<file path="config.mk">
export PLATFORM = sky130hd
export DESIGN_NAME = pipe_ctrl
export DESIGN_NICKNAME = d
export VERILOG_FILES = /design/src/rtl/pipe_ctrl_pkg.sv /design/src/rtl/pipe_ctrl_mc_counter.sv /design/src/rtl/pipe_ctrl.sv
export SDC_FILE = /design/constraint.sdc
export NUM_CORES = 1
export LEC_CHECK = 0
export ABC_AREA = 1
export CORE_MARGIN = 2
export CORE_UTILIZATION = 39
export CTS_CLUSTER_SIZE = 30
export DETAILED_ROUTE_END_ITERATION = 10
export GPL_TIMING_DRIVEN = 1
export PLACE_DENSITY = 0.77
export SETUP_SLACK_MARGIN = 0.5
export SYNTH_ARGS = -nofsm -noshare
export SYNTH_HDL_FRONTEND = slang
export SYNTH_SLANG_ARGS = --single-unit
</file>
<file path="constraint.sdc">
create_clock -name clk -period 1.9 [get_ports clk]
set_input_delay 0.38 -clock clk [delete_from_list [all_inputs] [get_ports clk]]
set_output_delay 0.38 -clock clk [all_outputs]
set_load 0.01 [all_outputs]
</file>
<file path="src/rtl/pipe_ctrl_pkg.sv">
// Shared constants for the pipeline controller: stall bit positions, stall vectors
// and FSM state encoding.
package pipe_ctrl_pkg;

  localparam logic RstEnable = 1'b1;
  localparam logic Stop      = 1'b1;
  localparam logic NoStop    = 1'b0;

  localparam int unsigned STALL_PC  = 0;
  localparam int unsigned STALL_IF  = 1;
  localparam int unsigned STALL_ID  = 2;
  localparam int unsigned STALL_EX  = 3;
  localparam int unsigned STALL_MEM = 4;
  localparam int unsigned STALL_WB  = 5;

  localparam logic [5:0] STALL_NONE  = 6'b000000;
  localparam logic [5:0] STALL_MEM_V = 6'b011111;
  localparam logic [5:0] STALL_EX_V  = 6'b001111;
  localparam logic [5:0] STALL_ID_V  = 6'b000111;

  typedef enum logic [1:0] {
    StIdle  = 2'b00,
    StBusy  = 2'b01,
    StFlush = 2'b10
  } pipe_state_e;

endpackage

</file>
<file path="src/rtl/pipe_ctrl_mc_counter.sv">
// Loadable down-counter for multi-cycle EX operations; stops at zero.
module pipe_ctrl_mc_counter
  import pipe_ctrl_pkg::*;
#(
  parameter int unsigned W = 6
) (
  input  logic         clk,
  input  logic         rst,
  input  logic         i_clr,
  input  logic         i_load,
  input  logic [W-1:0] i_load_val,
  input  logic         i_hold,
  output logic         o_zero
);

  logic [W-1:0] r_cnt;

  always_ff @(posedge clk) begin
    if (rst == RstEnable || i_clr) begin
      r_cnt <= '0;
    end else if (i_load) begin
      r_cnt <= i_load_val;
    end else if (!i_hold && r_cnt != '0) begin
      r_cnt <= r_cnt - 1'b1;
    end
  end

  assign o_zero = (r_cnt == '0);

endmodule

</file>
<file path="src/rtl/pipe_ctrl.sv">
// Pipeline controller: merges stage stall requests, sequences multi-cycle EX ops,
// issues flushes and counts stalled cycles.
module pipe_ctrl
  import pipe_ctrl_pkg::*;
#(
  parameter int unsigned MC_W   = 6,
  parameter int unsigned PERF_W = 32
) (
  input  logic              clk,
  input  logic              rst,
  input  logic              stallreq_id,
  input  logic              ex_mc_start,
  input  logic [MC_W-1:0]   ex_mc_cycles,
  input  logic              stallreq_mem,
  input  logic              flush_req,
  output logic [5:0]        stall,
  output logic              exmem_bubble,
  output logic              flush,
  output logic              mc_busy,
  output logic              mc_done,
  output logic              mc_abort,
  output logic [PERF_W-1:0] stall_cycles
);

  pipe_state_e       r_state;
  logic [PERF_W-1:0] r_stall_cycles;
  logic              w_cnt_zero;
  logic              w_start;
  logic              w_in_busy;
  logic              w_ex_stall;
  logic [MC_W-1:0]   w_load_val;
  logic [5:0]        w_stall;

  assign w_in_busy  = (r_state == StBusy);
  assign w_start    = (r_state == StIdle) && ex_mc_start && !flush_req;
  // A length of 0 behaves like 1: the counter starts already at zero.
  assign w_load_val = (ex_mc_cycles == '0) ? '0 : ex_mc_cycles - 1'b1;
  assign w_ex_stall = w_start || (w_in_busy && !w_cnt_zero);

  pipe_ctrl_mc_counter #(
    .W(MC_W)
  ) u_mc_counter (
    .clk        (clk),
    .rst        (rst),
    .i_clr      (flush_req),
    .i_load     (w_start),
    .i_load_val (w_load_val),
    .i_hold     (stallreq_mem),
    .o_zero     (w_cnt_zero)
  );

  always_ff @(posedge clk) begin
    if (rst == RstEnable) begin
      r_state <= StIdle;
    end else if (flush_req) begin
      r_state <= StFlush;
    end else begin
      unique case (r_state)
        StIdle:  if (ex_mc_start) r_state <= StBusy;
        StBusy:  if (w_cnt_zero) r_state <= StIdle;
        StFlush: r_state <= StIdle;
        default: r_state <= StIdle;
      endcase
    end
  end

  always_comb begin
    w_stall = STALL_NONE;
    if (flush_req || r_state == StFlush) begin
      w_stall = STALL_NONE;
    end else if (stallreq_mem) begin
      w_stall = STALL_MEM_V;
    end else if (w_ex_stall) begin
      w_stall = STALL_EX_V;
    end else if (stallreq_id) begin
      w_stall = STALL_ID_V;
    end
  end

  always_ff @(posedge clk) begin
    if (rst == RstEnable) begin
      r_stall_cycles <= '0;
    end else if (w_stall != STALL_NONE && !(&r_stall_cycles)) begin
      r_stall_cycles <= r_stall_cycles + 1'b1;
    end
  end

  assign stall        = w_stall;
  assign exmem_bubble = w_stall[STALL_EX] & ~w_stall[STALL_MEM];
  assign flush        = (r_state == StFlush);
  assign mc_busy      = w_in_busy && !flush_req;
  assign mc_done      = w_in_busy && w_cnt_zero && !flush_req;
  assign mc_abort     = w_in_busy && flush_req;
  assign stall_cycles = r_stall_cycles;

endmodule
</file>
# Word-level counts from Yosys, hierarchy flattened
# Index checks and enable logic that the tools add are counted.
# op_classes
n_addsub	3
n_eq_ne	6
mux	11
reduce_logical	26
bitwise	2
# ops
operator	count
$add 32x1->32 const B	1
$reduce_and 32->1	1
$mux 6	3
$logic_not 6->1	2
$reduce_bool 6->1	2
$sub 6x1->6 const B	2
$mux 5	2
$logic_and 1x1->1	9
$mux 2	3
$ne 3x3->1 const B	2
$logic_not 1->1	4
$mux 4	1
$ne 2x2->1 const B	2
$pmux 2 s2	1
$reduce_and 2->1	2
$logic_or 1x1->1	3
$mux 3	1
$eq 2x1->1 const B	1
$eq 2x2->1 const B	1
$logic_not 2->1	1
$reduce_bool 2->1	1
$reduce_or 2->1	1
$and 1x1->1	1
$not 1->1	1
# word_totals
input_bits	12
output_inout_bits	43
regBits	40
word_cells	52

# Longest topological paths before layout
# Gate-level depths: netlist of run 1.
# logic_depth
word_depth	9
ltp_mapped	10
ltp_nobuf	10

# Cells and area by module
# From an unflattened synthesis of run 1, not the netlist that was laid out.
# hier_totals
cells_unflattened	491
area_unflattened_um2	3005.4
# by_module_without_submodules
mod	area_per_inst_um2	seq_area_each_um2	cells_each	instances
pipe_ctrl	2568.7	680.7	420	1
pipe_ctrl_mc_counter	436.7	120.1	71	1

# Worst setup path after synthesis of run 1
# Ideal clock, no wire load.
# synth_timing
path_type	register to register
start	reg r_stall_cycles[0], in the netlist stall_cycles[0]
end	reg r_stall_cycles[25], in the netlist stall_cycles[25]
required_time_ns	1.759
period_less_slack_ns	1.852
path_slack_ns	0.048
n_path_buf	1
stages_incl_launch_ff	10
setup_ns	0.141
arrival_ns	1.712
cell_sequence	dfxtp_1 > ha_1 > nand2_2 > nor2_4 > nand3_1 > nor2_2 > nand3_4 > buf_6 > nand3_1 > a21oi_2
# synth_between
elab_chain_cells	3
word_cells_on_any_way	4
cone_classes	1 x add/sub; 3 x reduce/logical
# synth_lines
element	line	rtl
from (decl)	pipe_ctrl.sv:26	logic [PERF_W-1:0] r_stall_cycles;
from (signal assigned)	pipe_ctrl.sv:84	r_stall_cycles <= r_stall_cycles + 1'b1;
branches (longest 3 deep; another with $add 32x1->32)	n/a	
# Several ways; the timed one is not identified.
# A chain may end at the register's enable or synchronous reset.

# Worst setup path in the final report of run 1
# layout_timing
start	reg u_mc_counter.r_cnt[2]
end	out exmem_bubble
# layout_between
elab_chain_cells	8
# layout_lines
element	line	rtl
from (decl)	pipe_ctrl_mc_counter.sv:16	logic [W-1:0] r_cnt;
from (signal assigned)	pipe_ctrl_mc_counter.sv:22	r_cnt <= i_load_val;
from (signal assigned)	pipe_ctrl_mc_counter.sv:24	r_cnt <= r_cnt - 1'b1;
$logic_not 6->1	pipe_ctrl_mc_counter.sv:28	assign o_zero = (r_cnt == '0);
$logic_not 1->1	pipe_ctrl.sv:38	assign w_ex_stall = w_start || (w_in_busy && !w_cnt_zero);
$logic_and 1x1->1	pipe_ctrl.sv:38	
$logic_or 1x1->1	pipe_ctrl.sv:38	
$mux 4	pipe_ctrl.sv:73	end else if (w_ex_stall) begin
$mux 5	pipe_ctrl.sv:71	end else if (stallreq_mem) begin
$mux 5	pipe_ctrl.sv:69	if (flush_req || r_state == StFlush) begin
$and 1x1->1	pipe_ctrl.sv:89	assign exmem_bubble = w_stall[STALL_EX] & ~w_stall[STALL_MEM];
to (decl)	pipe_ctrl.sv:17	output logic exmem_bubble,
# Every way passes these cells.

==> results of run 1 <==
## timing repair
action | 4_1_cts | 5_1_grt
hold endpoints to repair | 0 | 0
endpoints found under the setup margin | 80 | 53
pin swaps | 43 | 16
setup buffers | 29 | 15
gates cloned | 3 | 1
gates resized for setup | 207 | 59
## stage by stage
stage	TNS, ns	utilization	setup slack, ns
finish	0	0.6755	0.05276
floorplan	0	-	0.2864
CTS	0	0.6336	0.1261
global placement	-7.467	0.5393	-0.4188
global route	-0.01745	0.6755	-0.01745
detailed placement	-9.479	0.5393	-0.4597
## cell type report
| type | count | area share |
|---|---|---|
| Timing Repair Buffer | 130 | 0.2557 |
| Clock buffer | 6 | 0.01465 |
| Tap cell | 99 | 0.02501 |
| Inverter | 50 | 0.03891 |
| Multi-Input combinational cell | 379 | 0.4861 |
| Sequential cell | 40 | 0.1786 |
| Clock inverter | 1 | 0.001011 |
## cell families after synthesis
group | after synthesis
compound gates | 52
fa+ha+maj | 5
buf+inv | 66
xor+xnor | 16
flops | 40
other cells | 1
simple gates | 305
## routing by layer
layer | GRT usage | routed length, µm | part of all wire | up-vias
li1 | - | - | - | 1786
met1 | 0.2877 | 4417 | 0.40 | 1736
met2 | 0.4375 | 5543 | 0.50 | 145
met3 | 0.03698 | 602 | 0.055 | 45
met4 | 0.1136 | 458 | 0.042 | 0
met5 | 0 | 0 | 0 | -
## power by group
group	total (mW)	internal, mW	switching, mW	leakage (nW)
Sequential	0.856	0.837	0.0195	0.346
Combinational	0.647	0.322	0.325	1.68
Clock	0.568	0.251	0.317	0.0410
Total	2.07	1.41	0.662	2.07
## cells in the final DEF, fill, tap and decap left out, drive strengths merged, types with 3 or more instances in the layout
| cell | synthesis | layout |
|---|---|---|
| clkdlybuf4s50 | 0 | 8 |
| clkbuf | 5 | 8 |
| nor2 | 73 | 73 |
| buf | 11 | 87 |
| xnor2 | 8 | 8 |
| xor2 | 8 | 8 |
| nor3 | 4 | 4 |
| nand3 | 60 | 60 |
| o21ai | 11 | 11 |
| nand2 | 164 | 164 |
| ha | 5 | 5 |
| inv | 50 | 50 |
| dlygate4sd2 | 0 | 30 |
| a21oi | 35 | 35 |
| clkdlybuf4s15 | 0 | 3 |
| dfxtp | 40 | 40 |
## worst max-delay path, stage by stage, from the launching register on
cell and delay [ns]:
dfxtp_1 0.33, nor2_1 0.22, nand3_4 0.12, nand2_4 0.10, nand2_4 0.06, nand2_4 0.07
inv_2 0.04, nand2_1 0.05, inv_1 0.03, buf_2 0.13
## worst max-delay path by stage
stage	start	endpoint	slack, ns
finish	u_mc_counter.r_cnt[2]	exmem_bubble	0.05
global route	u_mc_counter.r_cnt[2]	exmem_bubble	-0.02
CTS	u_mc_counter.r_cnt[0]	exmem_bubble	0.13
detailed placement	ex_mc_start	stall[0]	-0.46
global placement	ex_mc_start	stall[0]	-0.42
floorplan	stall_cycles[0]	stall_cycles[4]	0.29
## flip-flops by register name, indices dropped and copies added, names as in the netlist
name	count
u_mc_counter.r_cnt	6
r_state	2
stall_cycles	32
==> results by group, run 1 <==
Outcome
  • Status: finished, final reports clean

Finish
  • Fill cells: approximately 570
  • Area grow syn2layout: 65.26%
  • Register area: around 880 µm²
  • Area of the multi-input gates: roughly 2400 µm²
  • NumNets Final: between 600 and 700
  • Antenna Cells: 0
  • Final Non-Filler Cells: around 710
  • Fraction of layout cells with a size suffix above 1: 0.4422
  • Final instance area: around 5000 µm²

Critical path
  • Worst reg2reg endpoint: u_mc_counter.r_cnt[4]
  • CP startpoint kind: flip-flop
  • Crit path required time: around 1.5 ns
  • R2R setup slack: 0.12 ns
  • Crit path DAT: 1.47 ns
  • Worst Path Max Fanout: 2
  • Worst r2r src: u_mc_counter.r_cnt[0]
  • Reg2Reg Depth: 14
  • Element type at the critical path end: output pin
  • Crit Path Category: reg -> out

Timing
  • Tmin final: roughly 1.8 ns
  • Worst clock skew: 0.01419 ns
  • Max-slew violations: 0
  • Finish-stage setup viols: 0
  • Unrepaired setup endpoints after global routing: yes
  • Worst Hold Slack: approximately 0.5 ns
  • Achievable Freq: 0.5413 GHz
  • Period utilization: 0.9722
  • Hold violation total from the final report: 0

Synthesis
  • Mean Syn Cell Area: 6.179 µm²
  • Synth Area in Simple Gates: 0.4522
  • Most frequent cells after synthesis: nand2_1 (150), nor2_1 (65), nand3_1 (55), inv_1 (50), dfxtp_1 (40)
  • Syn_nets: ~500
  • Yosys top cell by area: dfxtp_1
  • Mux cell area share after synthesis: 0
  • Unique masters post-synth: 32
  • Number of synthesized flops with an enable pin: 0
  • Mapped cell area: ~3000 µm²
  • Post-synth ARST share: 0
  • #FFs+latches synth: 40
  • Synth Area in Compound Gates: 0.1086
  • Post-Synth Adder-Cell Area: 0.02088
  • Yosys warning total: 0
  • Main combinational cell family by area after synthesis: simple AND/OR/NAND/NOR gates
  • Synth area leaders: dfxtp_1 (27%), nand2_1 (19%), nand3_1 (9.2%)
  • Cell with the most instances after synthesis: nand2_1
  • Post-synth top flop: dfxtp_1
  • Sequential element share of the synthesized area: 0.2672
  • Synth top area share: 0.2672
  • Syn Inst Count: 485
  • Xor and xnor area share after synthesis: 0.04676

Global route
  • Initial antenna violation count: 0
  • Global-route wire length before repair: ~17,000 µm
  • Gr ovfl total: 0
  • Total track usage: 0.2455
  • Vias in the first global route: around 3,600
  • Largest net degree at the start of global routing: 34

Routing
  • DR vias: 3,712
  • Avg WL per Cell: 15.63 µm
  • Vias per inst: ~5.3
  • Post-DRT Antenna Nets: 0
  • DRT Pass-1 Iters: 5
  • Routed wire length: roughly 11,000 µm
  • Remaining DRCs: 0
  • Initial drt markers: between 200 and 300

Clock network
  • CTS Hold Bufs: 0
  • Clk_lat worst skew: approximately 0.3 ns
  • CTS tree: yes
  • Clock buffer depth: 2
  • Clock sink total: 40
  • Clk root buf: clkbuf_8
  • CTS buffer count: 5
  • Clk slew on worst S/H paths: approximately 0.09 ns
  • CTS HTree Levels: 2

Floorplanning
  • Starting Density: 0.4088
  • CORE AREA: approximately 7300 µm²
  • Chip width: slightly above 90 µm
  • Die H: between 90 and 100 µm
  • I/O pins: 55
  • Die ar.: 8401 µm²
  • Cell Rows: 31

Power and ir drop
  • Worst vdd ir: 0.0002852 V
  • Power per cell area: 418.2 nW/µm²
  • Total power: ~2.1 mW
  • Leak: between 2 and 2.5 nW

Place
  • Gpl congestion: just under 1
  • DP Area: 3954 µm²
  • Post-placement cell count: 650
  • DPL Wire Length: around 6700 µm
  • # port buffers: 53

Worst hold path
  • Hold Path Depth: 2
  • Hold WC Path Type: reg -> reg
  • Hold Crit Endpoint: stall_cycles[31]
  • Hold Startpoint: stall_cycles[31]

Job
  • Max-cap viol count: 0
(Power assumes the default switching activity.)
==> inputs of run 2 (changes only) <==
Settings changed: CTS_CLUSTER_SIZE 30 to not set, GPL_TIMING_DRIVEN 1 to 0.
Clock period 1.9 ns to 1.51 ns, I/O delays scaled along.
==> run 2 against run 1 <==
Against the previous run: the flow now finishes with violations (negative setup slack); power rose by 27%; cell count is 4.1% higher; sequential share of layout area decreased by 0.81 points; critical path depth up 1; via count is 4.6% higher; routed wire length grew 9.5%; critical path type unchanged; largest cell class unchanged.
==> results by group, run 2 (same netlist as run 1, synthesis figures left out) <==
Floorplanning
  • Starting Density: 0.4088
  • I/O pins: 55
  • Die H: about 92 µm
  • Chip width: approximately 92 µm
  • Cell Rows: 31
  • CORE AREA: 7331 µm²
  • Die ar.: about 8400 µm²

Power and ir drop
  • Power per cell area: 482.8 nW/µm²
  • Leak: 2.181 nW
  • Worst vdd ir: approximately 0.00055 V

Place
  • Post-placement cell count: between 600 and 700
  • DP Area: 3875 µm²
  • Gpl congestion: between 0.9 and 1
  • # port buffers: 52
  • DPL Wire Length: 6811 µm

Critical path
  • Crit path DAT: around 1.6 ns
  • Crit path required time: ~1.2 ns
  • Worst Path Max Fanout: 4
  • CP startpoint kind: flip-flop
  • Element type at the critical path end: output pin
  • Crit Path Category: reg -> out

Finish
  • NumNets Final: around 650
  • Area grow syn2layout: 81.63%
  • Fraction of layout cells with a size suffix above 1: 0.5386
  • Commonest non-fill, non-tap cell in the layout: nand2_1
  • Fill cells: between 400 and 500
  • Most frequent cells in the layout: nand2_1 (117), buf_6 (74), nor2_1 (50), buf_4 (49), inv_1 (36)
  • Antenna Cells: 0
  • Final Non-Filler Cells: ~730
  • Final instance area: about 5400 µm²
  • Number of flip-flops in the largest register: 32

Routing
  • Wire length on met1: 4644 µm
  • Avg WL per Cell: roughly 16 µm
  • DR vias: approximately 4,000
  • Met2 routed WL: 6190 µm
  • Remaining DRCs: 0
  • Initial drt markers: roughly 300
  • Vias per inst: ~5.3
  • Met3 WL: 877 µm
  • Routed wire length: roughly 12,000 µm
  • Uppermost layer routed: met4
  • DRT Pass-1 Iters: 5
  • Post-DRT Antenna Nets: 0

Global route
  • Initial antenna violation count: 0
  • Gr ovfl total: 0
  • Largest net degree at the start of global routing: 12
  • Vias in the first global route: around 3,700
  • Total track usage: 0.2747
  • Global-route wire length before repair: approximately 18,000 µm

Outcome
  • Violated checks: negative setup slack
  • Status: finished with violations

Timing
  • Finish-stage setup viols: 40
  • Unrepaired setup endpoints after global routing: yes
  • Period utilization: 1.252
  • Slew margin rel.: 0.3970
  • Tmin final: approximately 1.9 ns
  • Max-slew violations: 0
  • Achievable Freq: roughly 0.53 GHz
  • Worst setup margin: -0.3799 ns
  • Worst clock skew: about 0.0063 ns
  • Slew of the pin with the lowest slew margin: between 0.9 and 1 ns
  • Hold violation total from the final report: 0
  • Setup TNS: -9.907 ns

Job
  • Max-cap viol count: 0

Clock network
  • Clk_lat worst skew: 0.30 ns
  • Clock buffer depth: 2
  • Clock sink total: 40
  • CTS buffer count: 5
  • CTS HTree Levels: 2
  • CTS tree: yes
  • CTS Hold Bufs: 0
  • Clk slew on worst S/H paths: ~0.080 ns
  • Clk root buf: clkbuf_8

Worst hold path
  • Hold WC Path Type: in -> reg
==> run 2: cell type report <==
class                           instances  area [µm²]  area share
Tap cell                               99       123.9     0.02276
Multi-Input combinational cell        379        2466      0.4531
Clock buffer                            8       90.09     0.01655
Sequential cell                        40       928.4      0.1706
Buffer                                 16       176.4     0.03241
Timing Repair Buffer                  142        1455      0.2674
Inverter                               50       202.7     0.03724
==> run 2: worst max-delay path, cell delays in order, from the launching register on <==
cell and delay, ns:
dfxtp_2 0.34, inv_4 0.06, ha_4 0.14, nand3_4 0.09, nand2_4 0.09, nand2_2 0.07
nand2_4 0.08, nand2_4 0.07, buf_12 0.14, buf_6 0.10, buf_6 0.11
==> run 2: path summary, 6_finish.rpt <==
kind	start	endpoint	slack [ns]	cells past startpoint
worst max-delay path	u_mc_counter.r_cnt[0]	stall[1]	-0.38	10
worst min-delay path	rst	stall_cycles[11]	0.36	2
worst max register to register	u_mc_counter.r_cnt[1]	stall_cycles[20]	-0.28	12
worst min register to register	stall_cycles[4]	stall_cycles[4]	0.52	2
==> run 2: per-layer routing <==
metal	global-route usage	vias to the layer above
met1	0.3330	1806
met2	0.4945	193
met3	0.04191	39
li1	-	1846
met4	0.08838	0
met5	0	-
==> run 2: repair_timing <==
action | in CTS | in global routing
pin swaps | 38 | 27
setup buffers | 70 | 15
setup endpoints to repair | 81 | 82
resized for setup | 369 | 71
cloned | 5 | 0
==> run 2: metrics by stage <==
| step | hold slack, ns | setup slack (ns) | power [mW] | util |
|---|---|---|---|---|
| 6_report | 0.3552 | -0.3799 | 2.628 | 0.7424 |
| 5_1_grt | 0.3662 | -0.4318 | 2.747 | 0.7424 |
| 4_1_cts | 0.3406 | -0.3285 | 2.507 | 0.6928 |
| 3_5_place_dp | 0.5129 | -1.279 | 1.622 | 0.5286 |
| 3_3_place_gp | 0.4998 | -1.264 | 1.605 | 0.5286 |
| 2_1_floorplan | 0.4487 | -0.1036 | 1.471 | - |
==> run 2: power breakdown <==
part / internal [mW] / switching [mW] / total (mW)
combinational: 0.397 / 0.404 / 0.801
clock: 0.374 / 0.393 / 0.767
sequential: 1.03 / 0.0339 / 1.06
==> inputs of run 3 (changes only) <==
Settings changed: PLACE_DENSITY 0.77 to 0.71.
==> run 3 against run 2 <==
Against the previous run: the flow still finishes with violations (negative setup slack); non-clock buffer count shrank 7; clock power grew 7.3%; first-iteration DRC count grew 17%; clock-buffer cell count is the same; clock skew up 0.0016 ns; critical endpoint is now stall[2]; largest cell class unchanged; highest routed layer unchanged.
==> results by group, run 3 (same netlist as run 1, synthesis figures left out) <==
Finish
  • NumNets Final: approximately 640
  • Commonest non-fill, non-tap cell in the layout: nand2_1
  • Antenna Cells: 0
  • Number of flip-flops in the largest register: 32
  • Fraction of layout cells with a size suffix above 1: 0.5303
  • Final instance area: roughly 5500 µm²
  • Fin util: 0.7477
  • Area grow syn2layout: 82.92%
  • Most frequent cells in the layout: nand2_1 (119), buf_6 (76), nor2_1 (50), inv_1 (38), buf_4 (35)
  • Final Non-Filler Cells: between 700 and 800

Power and ir drop
  • Sw Share: 0.3145
  • Psw: ~0.85 mW
  • Gate power share: 0.303
  • Worst vdd ir: just under 0.0004 V
  • Clk network pwr share: 0.305
  • Reg power frac: 0.392
  • Power per cell area: 492.0 nW/µm²
  • Leak: between 2 and 2.5 nW
  • Int Pwr: 1.849 mW

Timing
  • Finish-stage setup viols: 39
  • Hold violation total from the final report: 0
  • Worst clock skew: 0.007902 ns
  • Achievable Freq: about 0.53 GHz
  • Slew of the pin with the lowest slew margin: 0.9170 ns
  • Setup TNS: -10.30 ns
  • Tmin final: roughly 1.9 ns
  • Slew margin rel.: 0.3887
  • Max-slew violations: 0
  • Period utilization: 1.250
  • Unrepaired setup endpoints after global routing: yes
  • Worst setup margin: -0.3772 ns

Routing
  • DRT Pass-1 Iters: 5
  • Routed wire length: around 12,000 µm
  • Initial drt markers: about 340
  • Vias per inst: ~5.4
  • Remaining DRCs: 0
  • Post-DRT Antenna Nets: 0
  • DR vias: roughly 3,900
  • Avg WL per Cell: approximately 17 µm

Place
  • Gpl congestion: 0.9557
  • DPL Wire Length: around 6600 µm
  • Post-placement cell count: between 600 and 700
  • Place WS: -1.322 ns
  • DP Area: 3875 µm²
  • # port buffers: 52

Global route
  • Vias in the first global route: between 3,000 and 4,000
  • Total track usage: 0.2608
  • Largest net degree at the start of global routing: 13
  • Gr ovfl total: 0
  • Initial antenna violation count: 0
  • Global-route wire length before repair: 17,460 µm

Critical path
  • CP peak stage delay: between 0.3 and 0.4 ns
  • CP startpoint kind: flip-flop
  • Element type at the critical path end: output pin
  • CP max-delay cell: dfxtp_2
  • Crit path required time: 1.21 ns
  • CP top delay family: buffers and inverters
  • Worst path bufs/invs: 4
  • Crit path cell chain: inv_4 -> ha_4 -> nand3_4 -> nand2_4 -> nand2_2 -> nand2_2 -> nand2_4 -> buf_12 -> buf_6 -> buf_6
  • Crit path DAT: 1.59 ns
  • Crit Path Category: reg -> out
  • Worst Path Max Fanout: 7

Job
  • Max-cap viol count: 0

Floorplanning
  • Die H: just over 90 µm
  • I/O pins: 55
  • Die ar.: between 8000 and 9000 µm²
  • Chip width: 91.66 µm
  • Starting Density: 0.4088
  • CORE AREA: around 7300 µm²
  • Cell Rows: 31

Clock network
  • Clock buffer depth: 2
  • Clock sink total: 40
  • Clk root buf: clkbuf_8
  • CTS buffer count: 5
  • CTS Hold Bufs: 0
  • Clk_lat worst skew: about 0.3 ns
  • CTS HTree Levels: 2
  • Clk slew on worst S/H paths: approximately 0.080 ns
  • CTS tree: yes

Worst hold path
  • Hold WC Path Type: in -> reg

Outcome
  • Violated checks: negative setup slack
  • Status: finished with violations
## run 3: through the flow
step / hold slack (ns) / total power [mW]
floorplan: 0.4487 / 1.471
global placement: 0.5033 / 1.607
detailed placement: 0.5105 / 1.619
CTS: 0.3752 / 2.524
global route: 0.4163 / 2.814
finish: 0.3931 / 2.697
## run 3: layout make-up
type                            instances  area (µm²)
Buffer                                 16       201.4
Clock buffer                            8       100.1
Fill cell                             487        1849
Inverter                               50       197.7
Multi-Input combinational cell        379        2477
Sequential cell                        40       924.6
Tap cell                               99       123.9
Timing Repair Buffer                  135        1456
## run 3: power groups by stage
stage | clock network (mW) | logic [mW] | registers, mW
after floorplan | 0 | 0.343 | 1.13
after global placement | 0 | 0.476 | 1.13
final | 0.823 | 0.817 | 1.06
after global routing | 0.886 | 0.870 | 1.06
after CTS | 0.819 | 0.650 | 1.06
after detailed placement | 0 | 0.487 | 1.13
## run 3: repair_timing
item,in CTS,in global routing
setup endpoints to repair,81,82
buffers inserted,62,15
pin swaps,32,28
cloned,5,1
gates resized for setup,361,78
## run 3: routing by layer
| metal | share of wire | wire length (µm) | track usage |
|---|---|---|---|
| met1 | 0.39 | 4772 | 0.3151 |
| met2 | 0.51 | 6253 | 0.4675 |
| met3 | 0.058 | 713 | 0.03615 |
| met4 | 0.042 | 509 | 0.09596 |
| met5 | 0 | 0 | 0 |
## run 3: path summary, 6_finish.rpt
kind                                             from  depth (start not counted)                to  slack [ns]
worst max-delay path            u_mc_counter.r_cnt[0]                         10          stall[2]       -0.38
worst min-delay path                              rst                          2  stall_cycles[11]        0.39
worst max register to register        stall_cycles[0]                         12   stall_cycles[0]       -0.34
worst min register to register        stall_cycles[7]                          2   stall_cycles[7]        0.53
## run 3: worst register-to-register path, stage by stage (launching register included)
cell	delay (ns)
dfxtp_4	0.38
ha_4	0.14
nand2_4	0.05
nor2_4	0.16
buf_6	0.14
nand2_4	0.07
nor2_4	0.13
nand2_4	0.09
nand3_4	0.14
buf_12	0.14
buf_8	0.13
nand2_4	0.05
a21oi_2	0.14
